File: config.mk
export PLATFORM = sky130hd
export DESIGN_NAME = join_core_stage_param
export DESIGN_NICKNAME = d
export VERILOG_FILES = /design/src/rtl/join_core_stage_param.sv
export SDC_FILE = /design/constraint.sdc
export NUM_CORES = 1
export LEC_CHECK = 0
export CAP_MARGIN = 30
export CORE_MARGIN = 4
export CORE_UTILIZATION = 56
export DETAILED_ROUTE_END_ITERATION = 6
export GPL_ROUTABILITY_DRIVEN = 0
export PLACE_DENSITY_LB_ADDON = 0.2
export SYNTH_ARGS = -nofsm -noshare
export SYNTH_HDL_FRONTEND = slang
export SYNTH_SLANG_ARGS = --single-unit
File: constraint.sdc
create_clock -name aclk -period 19.3 [get_ports aclk]
set_input_delay 2.895 -clock aclk [delete_from_list [all_inputs] [get_ports aclk]]
set_output_delay 2.895 -clock aclk [all_outputs]
set_load 0.005 [all_outputs]
File: src/rtl/join_core_stage_param.sv
// join_core_stage_param
// One cell of the stream-join systolic chain. Holds a resident stream tuple
// and a passing window tuple, evaluates the configured join predicate and
// parks matches in a small local FIFO. The FIFO only drains into the result
// chain when the upstream result slot is idle and the downstream is not
// stalling, so window flow is decoupled from result-chain occupancy until
// the FIFO fills.
module join_core_stage_param #(
  parameter int KEY_WIDTH   = 32,
  parameter int ID_WIDTH    = 31,
  parameter int FIFO_DEPTH  = 4,
  parameter int COUNT_WIDTH = 16,
  localparam int TW         = 1 + ID_WIDTH + KEY_WIDTH,
  localparam int RW         = 1 + 2 * ID_WIDTH,
  localparam int PTR_WIDTH  = $clog2(FIFO_DEPTH) + 1
) (
  input  logic                   aclk,
  input  logic                   aresetn,
  input  logic [1:0]             mode_cfg,
  input  logic [KEY_WIDTH-1:0]   band_cfg,
  input  logic                   stream_full_in,
  output logic                   stream_full_out,
  input  logic                   stream_clear_in,
  output logic                   stream_clear_out,
  input  logic [TW-1:0]          stream_tuple_in,
  output logic [TW-1:0]          stream_tuple_out,
  input  logic                   window_full_in,
  output logic                   window_full_out,
  input  logic [TW-1:0]          window_tuple_in,
  output logic [TW-1:0]          window_tuple_out,
  input  logic [RW-1:0]          result_pair_in,
  output logic [RW-1:0]          result_pair_out,
  input  logic                   result_stall_in,
  output logic                   result_stall_out,
  output logic [PTR_WIDTH-1:0]   fifo_count,
  output logic [COUNT_WIDTH-1:0] match_count
);

  localparam int ADDR_WIDTH = $clog2(FIFO_DEPTH);
  localparam logic [PTR_WIDTH-1:0] DEPTH_L = PTR_WIDTH'(FIFO_DEPTH);

  // Mode encodings for the predicate selector
  localparam logic [1:0] MODE_EQUI = 2'd0;
  localparam logic [1:0] MODE_BAND = 2'd1;
  localparam logic [1:0] MODE_LT   = 2'd2;

  // State
  logic [TW-1:0]          stream_reg;
  logic [TW-1:0]          window_reg;
  logic                   clear_reg;
  logic                   stall_reg;
  logic                   done;
  logic [RW-1:0]          result_reg;
  logic [2*ID_WIDTH-1:0]  fifo_mem [FIFO_DEPTH];
  logic [PTR_WIDTH-1:0]   wr_ptr;
  logic [PTR_WIDTH-1:0]   rd_ptr;
  logic [COUNT_WIDTH-1:0] match_cnt;

  // Decoded tuple fields
  logic                 s_valid;
  logic                 w_valid;
  logic [ID_WIDTH-1:0]  s_id;
  logic [ID_WIDTH-1:0]  w_id;
  logic [KEY_WIDTH-1:0] s_key;
  logic [KEY_WIDTH-1:0] w_key;

  assign s_valid = stream_reg[TW-1];
  assign s_id    = stream_reg[TW-2 -: ID_WIDTH];
  assign s_key   = stream_reg[KEY_WIDTH-1:0];
  assign w_valid = window_reg[TW-1];
  assign w_id    = window_reg[TW-2 -: ID_WIDTH];
  assign w_key   = window_reg[KEY_WIDTH-1:0];

  // Combinational control
  logic [KEY_WIDTH:0]   key_diff;
  logic [KEY_WIDTH:0]   abs_diff;
  logic                 pred_hit;
  logic                 match;
  logic                 push;
  logic                 pop;
  logic                 flow;
  logic                 fifo_empty;
  logic [PTR_WIDTH-1:0] occupancy;

  assign occupancy  = wr_ptr - rd_ptr;
  assign fifo_empty = (wr_ptr == rd_ptr);

  // Predicate: band distance is taken one bit wider so the sign survives
  always_comb begin
    key_diff = {1'b0, s_key} - {1'b0, w_key};
    abs_diff = key_diff;
    if (key_diff[KEY_WIDTH]) begin
      abs_diff = ~key_diff + {{KEY_WIDTH{1'b0}}, 1'b1};
    end
    pred_hit = 1'b0;
    case (mode_cfg)
      MODE_EQUI: pred_hit = (s_key == w_key);
      MODE_BAND: pred_hit = (abs_diff <= {1'b0, band_cfg});
      MODE_LT:   pred_hit = (s_key < w_key);
      default:   pred_hit = 1'b0;
    endcase
  end

  // Match, enqueue, window flow and FIFO drain decisions
  always_comb begin
    match = s_valid & w_valid & ~done & pred_hit;
    push  = match & (occupancy < DEPTH_L);
    flow  = w_valid & ~window_full_in & (~match | push);
    pop   = ~result_pair_in[RW-1] & ~fifo_empty & ~stall_reg;
  end

  // Registered copies of the clear request and downstream stall
  always_ff @(posedge aclk or negedge aresetn) begin
    if (!aresetn) begin
      clear_reg <= 1'b0;
      stall_reg <= 1'b0;
    end else begin
      clear_reg <= stream_clear_in;
      stall_reg <= result_stall_in;
    end
  end

  // Stream register: clear, hand off downstream, or load when empty
  always_ff @(posedge aclk or negedge aresetn) begin
    if (!aresetn) begin
      stream_reg <= '0;
    end else if (clear_reg) begin
      stream_reg <= '0;
    end else if (s_valid && !stream_full_in) begin
      stream_reg <= '0;
    end else if (!s_valid && stream_tuple_in[TW-1]) begin
      stream_reg <= stream_tuple_in;
    end
  end

  // Window register: refill when empty or when the resident tuple leaves
  always_ff @(posedge aclk or negedge aresetn) begin
    if (!aresetn) begin
      window_reg <= '0;
    end else if (!w_valid || flow) begin
      window_reg <= window_tuple_in[TW-1] ? window_tuple_in : '0;
    end
  end

  // done marks a resident window whose result is already queued; a clear
  // drops it so the tuple is re-evaluated against the next stream tuple
  always_ff @(posedge aclk or negedge aresetn) begin
    if (!aresetn) begin
      done <= 1'b0;
    end else if (clear_reg || flow) begin
      done <= 1'b0;
    end else if (push) begin
      done <= 1'b1;
    end
  end

  // FIFO pointers; fullness is judged before any same-cycle pop
  always_ff @(posedge aclk or negedge aresetn) begin
    if (!aresetn) begin
      wr_ptr <= '0;
      rd_ptr <= '0;
    end else begin
      if (push) wr_ptr <= wr_ptr + 1'b1;
      if (pop)  rd_ptr <= rd_ptr + 1'b1;
    end
  end

  // FIFO storage; contents are meaningless once the pointers are reset
  always_ff @(posedge aclk) begin
    if (push) begin
      fifo_mem[wr_ptr[ADDR_WIDTH-1:0]] <= {s_id, w_id};
    end
  end

  // Result register: upstream results win, otherwise drain the FIFO head
  always_ff @(posedge aclk or negedge aresetn) begin
    if (!aresetn) begin
      result_reg <= '0;
    end else if (result_pair_in[RW-1]) begin
      result_reg <= result_pair_in;
    end else if (pop) begin
      result_reg <= {1'b1, fifo_mem[rd_ptr[ADDR_WIDTH-1:0]]};
    end else begin
      result_reg <= '0;
    end
  end

  // Saturating count of enqueued matches, reset by a stream clear
  always_ff @(posedge aclk or negedge aresetn) begin
    if (!aresetn) begin
      match_cnt <= '0;
    end else if (clear_reg) begin
      match_cnt <= '0;
    end else if (push && !(&match_cnt)) begin
      match_cnt <= match_cnt + 1'b1;
    end
  end

  assign stream_full_out  = s_valid;
  assign stream_clear_out = clear_reg;
  assign stream_tuple_out = stream_reg;
  assign window_full_out  = w_valid;
  assign window_tuple_out = flow ? window_reg : '0;
  assign result_pair_out  = result_reg;
  assign result_stall_out = stall_reg;
  assign fifo_count       = occupancy;
  assign match_count      = match_cnt;

endmodule

# After elaboration in Yosys (flattened, before gate mapping)
# Memory sizes are Yosys's and may differ from the RTL's.
# Index checks and enable logic that the tools add are counted.
dict set report word_totals {
  register_bits 216
  ramBits 248
  out_inout_bits 214
  elab_cells 68
  memories 1
}
# memory depth word_bits rd rd_clocked_by_memory_dff wr line_no
set memory_table {}
lappend memory_table {fifo_mem 4 62 1 0 1 54} ;# logic [2*ID_WIDTH-1:0] fifo_mem [FIFO_DEPTH];
dict set report classes {
  n_addsub 6
  n_lt_le_gt_ge 3
  n_eq_ne 4
  mux 15
  bitwise 16
  n_reduce_logical 14
}
# operator count
set ops {}
lappend ops {{two-way mux 64 bit} 5}
lappend ops {{two-way mux 63 bit} 2}
lappend ops {{adder 33 x 1 -> 33 bit, second input constant} 1}
lappend ops {{less-or-equal comparator 33 x 32 -> 1 bit} 1}
lappend ops {{two-way mux 33 bit} 1}
lappend ops {{inverter 33 bit} 1}
lappend ops {{subtractor 32 x 32 -> 33 bit} 1}
lappend ops {{equality test 32 bit} 1}
lappend ops {{< comparator 32 bit} 1}
lappend ops {{two-way mux 16 bit} 2}
lappend ops {{adder 16 x 1 -> 16 bit, second input constant} 1}
lappend ops {{AND reduction 16 bit} 1}
lappend ops {{bitwise AND 1 bit} 8}
lappend ops {{adder 3 x 1 -> 3 bit, second input constant} 2}
lappend ops {{inverter 1 bit} 6}
lappend ops {{logical NOT 1 bit} 4}
lappend ops {{two-way mux 1 bit} 4}
lappend ops {{nonzero test 2 bit} 2}
lappend ops {{equality test 3 bit} 1}
lappend ops {{logical AND 1 bit} 3}
lappend ops {{< comparator 3 bit, second input constant} 1}
lappend ops {{case mux 1 bit (3 select lines)} 1}
lappend ops {{nonzero test 3 bit} 1}
lappend ops {{subtractor 3 bit} 1}
lappend ops {{5 further kinds} 6}

# Depth between registers and ports, before layout
dict set report depth {
  ltp_word 12
  ltp_mapped 27
}

# Worst setup path after synthesis
# OpenSTA, ideal clock, no wires.
dict set report synth_path {
  kind {input port to output port}
  startpoint {input band_cfg[6]}
  endpoint {output window_tuple_out[10]}
  arrival_time_ns 4.994
  path_slack_ns 11.411
  path_stages 13
  cell_sequence {inv_1 -> ha_1 -> a21o_1 -> a21o_1 -> a21oi_1 -> o21ai_0 -> a2111oi_0 -> o2111ai_1 -> o31ai_1 -> a311oi_1 -> clkbuf_1 -> buf_2 -> and3_1}
}
dict set report synth_via {
  elab_chain_cells 7
  elab_cells_between_ends 8
  classes_between {1 x order compare; 2 x mux; 5 x bitwise}
}
# item line_no
set synth_lines {}
lappend synth_lines {{from (decl)} 20} ;# input logic [KEY_WIDTH-1:0] band_cfg,
lappend synth_lines {{less-or-equal comparator 33 x 32 -> 1 bit *} 98} ;# MODE_BAND: pred_hit = (abs_diff <= {1'b0, band_cfg});
lappend synth_lines {{case mux 1 bit (3 select lines) *} 96} ;# case (mode_cfg)
lappend synth_lines {{bitwise AND 1 bit *} 106} ;# match = s_valid & w_valid & ~done & pred_hit;
lappend synth_lines {{bitwise AND 1 bit or inverter 1 bit (tied branches)} {107, 108}}
lappend synth_lines {{OR 1 bit *} 108} ;# flow = w_valid & ~window_full_in & (~match | push);
lappend synth_lines {{bitwise AND 1 bit *} 108}
lappend synth_lines {{two-way mux 64 bit *} 203} ;# assign window_tuple_out = flow ? window_reg : '0;
lappend synth_lines {{to (decl)} 30} ;# output logic [TW-1:0] window_tuple_out,
# Every way passes the cells marked *; elsewhere a longest branch is shown, timed or not.

# Worst setup path in the final report
dict set report layout_path {
  startpoint {register window_reg[4]}
  endpoint {output window_tuple_out[0]}
}
dict set report layout_via {
  elab_chain_cells 11
  elab_cells_between_ends 14
  classes_between {2 x add/sub; 2 x order compare; 1 x eq/ne; 3 x mux; 6 x bitwise}
}
# item line_no
set layout_lines {}
lappend layout_lines {{from (decl)} 49} ;# logic [TW-1:0] window_reg;
lappend layout_lines {{from (signal assigned)} 141} ;# window_reg <= window_tuple_in[TW-1] ? window_tuple_in : '0;
lappend layout_lines {{subtractor 32 x 32 -> 33 bit} 90} ;# key_diff = {1'b0, s_key} - {1'b0, w_key};
lappend layout_lines {{inverter 33 bit} 93} ;# abs_diff = ~key_diff + {{KEY_WIDTH{1'b0}}, 1'b1};
lappend layout_lines {{adder 33 x 1 -> 33 bit} 93}
lappend layout_lines {{two-way mux 33 bit} 92} ;# if (key_diff[KEY_WIDTH]) begin
lappend layout_lines {{less-or-equal comparator 33 x 32 -> 1 bit} 98}
lappend layout_lines {{case mux 1 bit (3 select lines) *} 96}
lappend layout_lines {{bitwise AND 1 bit *} 106}
lappend layout_lines {{bitwise AND 1 bit or inverter 1 bit (tied branches)} {107, 108}}
lappend layout_lines {{OR 1 bit *} 108}
lappend layout_lines {{bitwise AND 1 bit *} 108}
lappend layout_lines {{two-way mux 64 bit *} 203}
# Marks and branches as above.

==> flow_metrics.py <==
metrics = {
    "floorplanning": {
        "io_pins": 445,
        "die_y_um": 206.9,
        "initial_utilization_pct": 56.93,
        "die_x_um": 206.9,
        "die_area_sq_um": 42810,
        "core_sq_um": 38920,
        "rows": 72,
    },
    "yosys": {
        "synth.avg_cell_area_sq_um": 12.35,
        "synth.yosys.warnings": 0,
        "syn_inst": 1794,
        "ys_seq_elements": 464,
        "synth_top_area_share_pct": 33.61,
        "mappedNetlistArea_sq_um": 22150,
        "synth_area_leaders": "edfxtp_1, dfrtp_1, mux4_2, ha_1, nand2_1",
        "ys_seq_area_share_pct": 58.01,
        "synth_top_area_cell": "edfxtp_1",
        "synth_ff_type": "edfxtp_1",
        "syn_nets": 2100,
        "synth_edf_count": 248,
        "async_reset_ff_share_pct": 46.55,
        "synth_cell_types": 82,
    },
    "critical_path": {
        "critical_path_required_ns": 16.41,
        "worstSetupPathType": "register to output pin",
        "crit_path_start_kind": "register",
        "cpMaxStageDelayCell": "buf_4",
        "end_kind": "output pin",
        "cpLargestDelayFamily": "compound AO/OA/AOI/OAI gates",
        "max_stage_delay_ns": 0.56,
        "critical_path.max_fanout": 65,
        "timing.critical_path.buf_inv": 3,
        "cp.arrival_ns": 7.27,
        "crit_chain": "inv_1 -> ha_1 -> a21o_1 -> a31oi_2 -> a21oi_1 -> or3_1 -> a221oi_2 -> nand2b_1 -> nor2_1 -> and4b_1 -> nand2_1 -> o41ai_1 -> xnor2_1 -> ha_1 -> nand4_1 -> nor2_1 -> nand2_1 -> o2111ai_1 -> o31ai_1 -> a311oi_4 -> buf_4 -> and3_1 -> clkdlybuf4s50_1",
    },
    "cts": {
        "cts_max_level": 2,
        "numCtsBuffers": 46,
        "clk_pin_slew_ns": 0.06,
        "cts_root_buf": "clkbuf_16",
        "clock_insertion_delay_worst_skew_ns": 0.59,
        "postCtsSetupBuffers": 0,
        "ctsHoldBuffers": 0,
        "cts_tree": "done",
        "cts_sinks": 464,
        "clk_path_buf_depth": 3,
        "post_cts_resized": 0,
    },
    "timing": {
        "period_needed_ns": 10.16,
        "rsz0062_at_grt": "no",
        "setup_tns_ns": 0,
        "relSlewSlack_pct": 35.70,
        "setup_viol": 0,
        "hold_viol_final": 0,
        "max_freq_mhz": 98.39,
        "report.final.slew_viol_count": 0,
        "fin_crit_sh_pct": 52.66,
        "skew_ns": 0.03042,
        "holdWs_ns": 0.5015,
        "worst_pin_slew_ns": 0.9645,
    },
    "global_route": {
        "grt_pass1_vias": 16408,
        "track_usage_pct": 29.22,
        "grt_start_max_net_pins": 99,
        "grt_pass1_wl_um": 95350,
        "grt_overflow_total": 0,
        "antenna_found_initial": 3,
    },
    "layout": {
        "final_layout_size_suffix_gt1_share_pct": 9.026,
        "instances_no_fill": 2757,
        "fin_nets": 2507,
        "fillerInstances": 2592,
        "utilization_pct": 73.59,
        "largest_reg_flops": 248,
        "area_growth_pct": 29.27,
        "layout_commonest_cell": "clkdlybuf4s50_1",
        "mostFrequentLayoutCells": "clkdlybuf4s50_1, edfxtp_1, nand2_1",
        "final_cell_area_sq_um": 28640,
    },
    "placement": {
        "place_area_sq_um": 27000,
        "dp.cells": 2669,
        "port_buffers": 444,
        "hpwl_um": 43750,
    },
    "route": {
        "ant_nets": 0,
        "wl_um": 63750,
        "vias_per_cell": 5.958,
        "drc": 0,
        "routedWlPerCell_um": 23.12,
        "first_iter_violations": 1413,
        "vias": 16427,
        "first_pass_iters": 6,
    },
    "job": {
        "drv_cap": 0,
    },
    "min_path": {
        "hp-class": "register to register",
    },
    "pwr": {
        "peakVddDrop_uv": 74.99,
        "leakagePower_nw": 11.71,
        "cellPowerDensity_nw_per_um2": 111.2,
    },
    "status": {
        "status": "finished clean",
    },
}
==> where the power goes <==
group / internal, W / switching, W / leakage, nW
Clock: 0.000546 / 0.000381 / 0.760
Combinational: 0.000486 / 0.000536 / 5.86
Sequential: 0.00116 / 0.0000810 / 5.09
Total: 0.00219 / 0.000998 / 11.7
==> routing by layer <==
layer  track usage, %  part of all wire, %  vias up
li1                 -                    -     7370
met1            37.57                   38     8097
met2            48.22                   49      765
met3            7.186                  8.6      191
met4            11.87                  4.6        4
met5                0                0.038        -
==> cells in the mapped netlist, drive strengths merged (5+ instances only) <==
cell type	number
a211oi	7
a21o	26
a21oi	123
a22o	62
a31oi	10
and2	10
and3	68
buf	35
clkbuf	70
dfrtp	216
edfxtp	248
ha	73
inv	112
mux2	10
mux2i	66
mux4	62
nand2	236
nand2b	7
nand3	16
nand4	28
nor2	61
nor2b	18
nor3	16
nor3b	5
nor4	12
o2111ai	6
o211ai	9
o21a	8
o21ai	42
or2	6
or3	16
xnor2	31
xor2	21
==> cell families after synthesis <==
family          after synthesis  synth area share (%)
mux                         138                 9.928
xor+xnor                     52                 2.056
simple gates                516                 11.44
fa+ha+maj                    75                 4.303
compound gates              332                 10.18
flops                       464                 58.01
buf+inv                     217                 4.083
==> area by class of cell <==
class | instances | area, sq um | share of cell area [%]
sequential | 464 | 12860 | 44.91
antenna | 1 | 2.502 | 0.008738
timing repair buffer | 464 | 4642 | 16.21
inverter | 112 | 420.4 | 1.468
clock buffer | 63 | 1308 | 4.566
clock inverter | 22 | 275.3 | 0.9612
tap | 518 | 648.1 | 2.263
multi-input combinational | 1113 | 8482 | 29.62
==> per-stage QoR <==
step | setup slack (ns) | power [W]
after floorplan | 11.41 | 0.001864
final | 9.136 | 0.003185
after global placement | 10.00 | 0.002234
after global routing | 8.682 | 0.003335
after CTS | 9.237 | 0.003198
after detailed placement | 9.883 | 0.002263
==> final timing paths <==
kind / start / endpoint / slack, ns / depth (start not counted)
max: window_reg[4] / window_tuple_out[0] / 9.14 / 23
min: rd_ptr[2] / rd_ptr[2] / 0.50 / 1
max reg2reg: window_reg[0] / fifo_mem[3][19] / 11.95 / 23
min reg2reg: rd_ptr[2] / rd_ptr[2] / 0.50 / 1
max in group asynchronous: aresetn / rd_ptr[1] / 15.16 / 4
min in group asynchronous: aresetn / result_pair_out[50] / 2.28 / 1
==> worst reg2reg max path, cell delays in order (launching register included) <==
cell       delay [ns]
dfrtp_1          0.44
ha_1             0.24
fa_1             0.23
and2b_1          0.23
o22a_2           0.27
a221oi_4         0.42
o211a_1          0.27
nor3_1           0.08
or2_2            0.31
a21oi_1          0.62
o21ai_0          0.24
xor2_1           0.20
ha_1             0.30
a21o_1           0.17
a21o_1           0.18
a21oi_1          0.12
o21ai_0          0.10
a2111oi_0        0.47
o2111ai_1        0.17
o31ai_1          0.19
o221ai_2         0.20
buf_4            0.31
nor2_4           0.49
buf_4            0.68
Note: power is estimated with default switching activity, not from simulation.
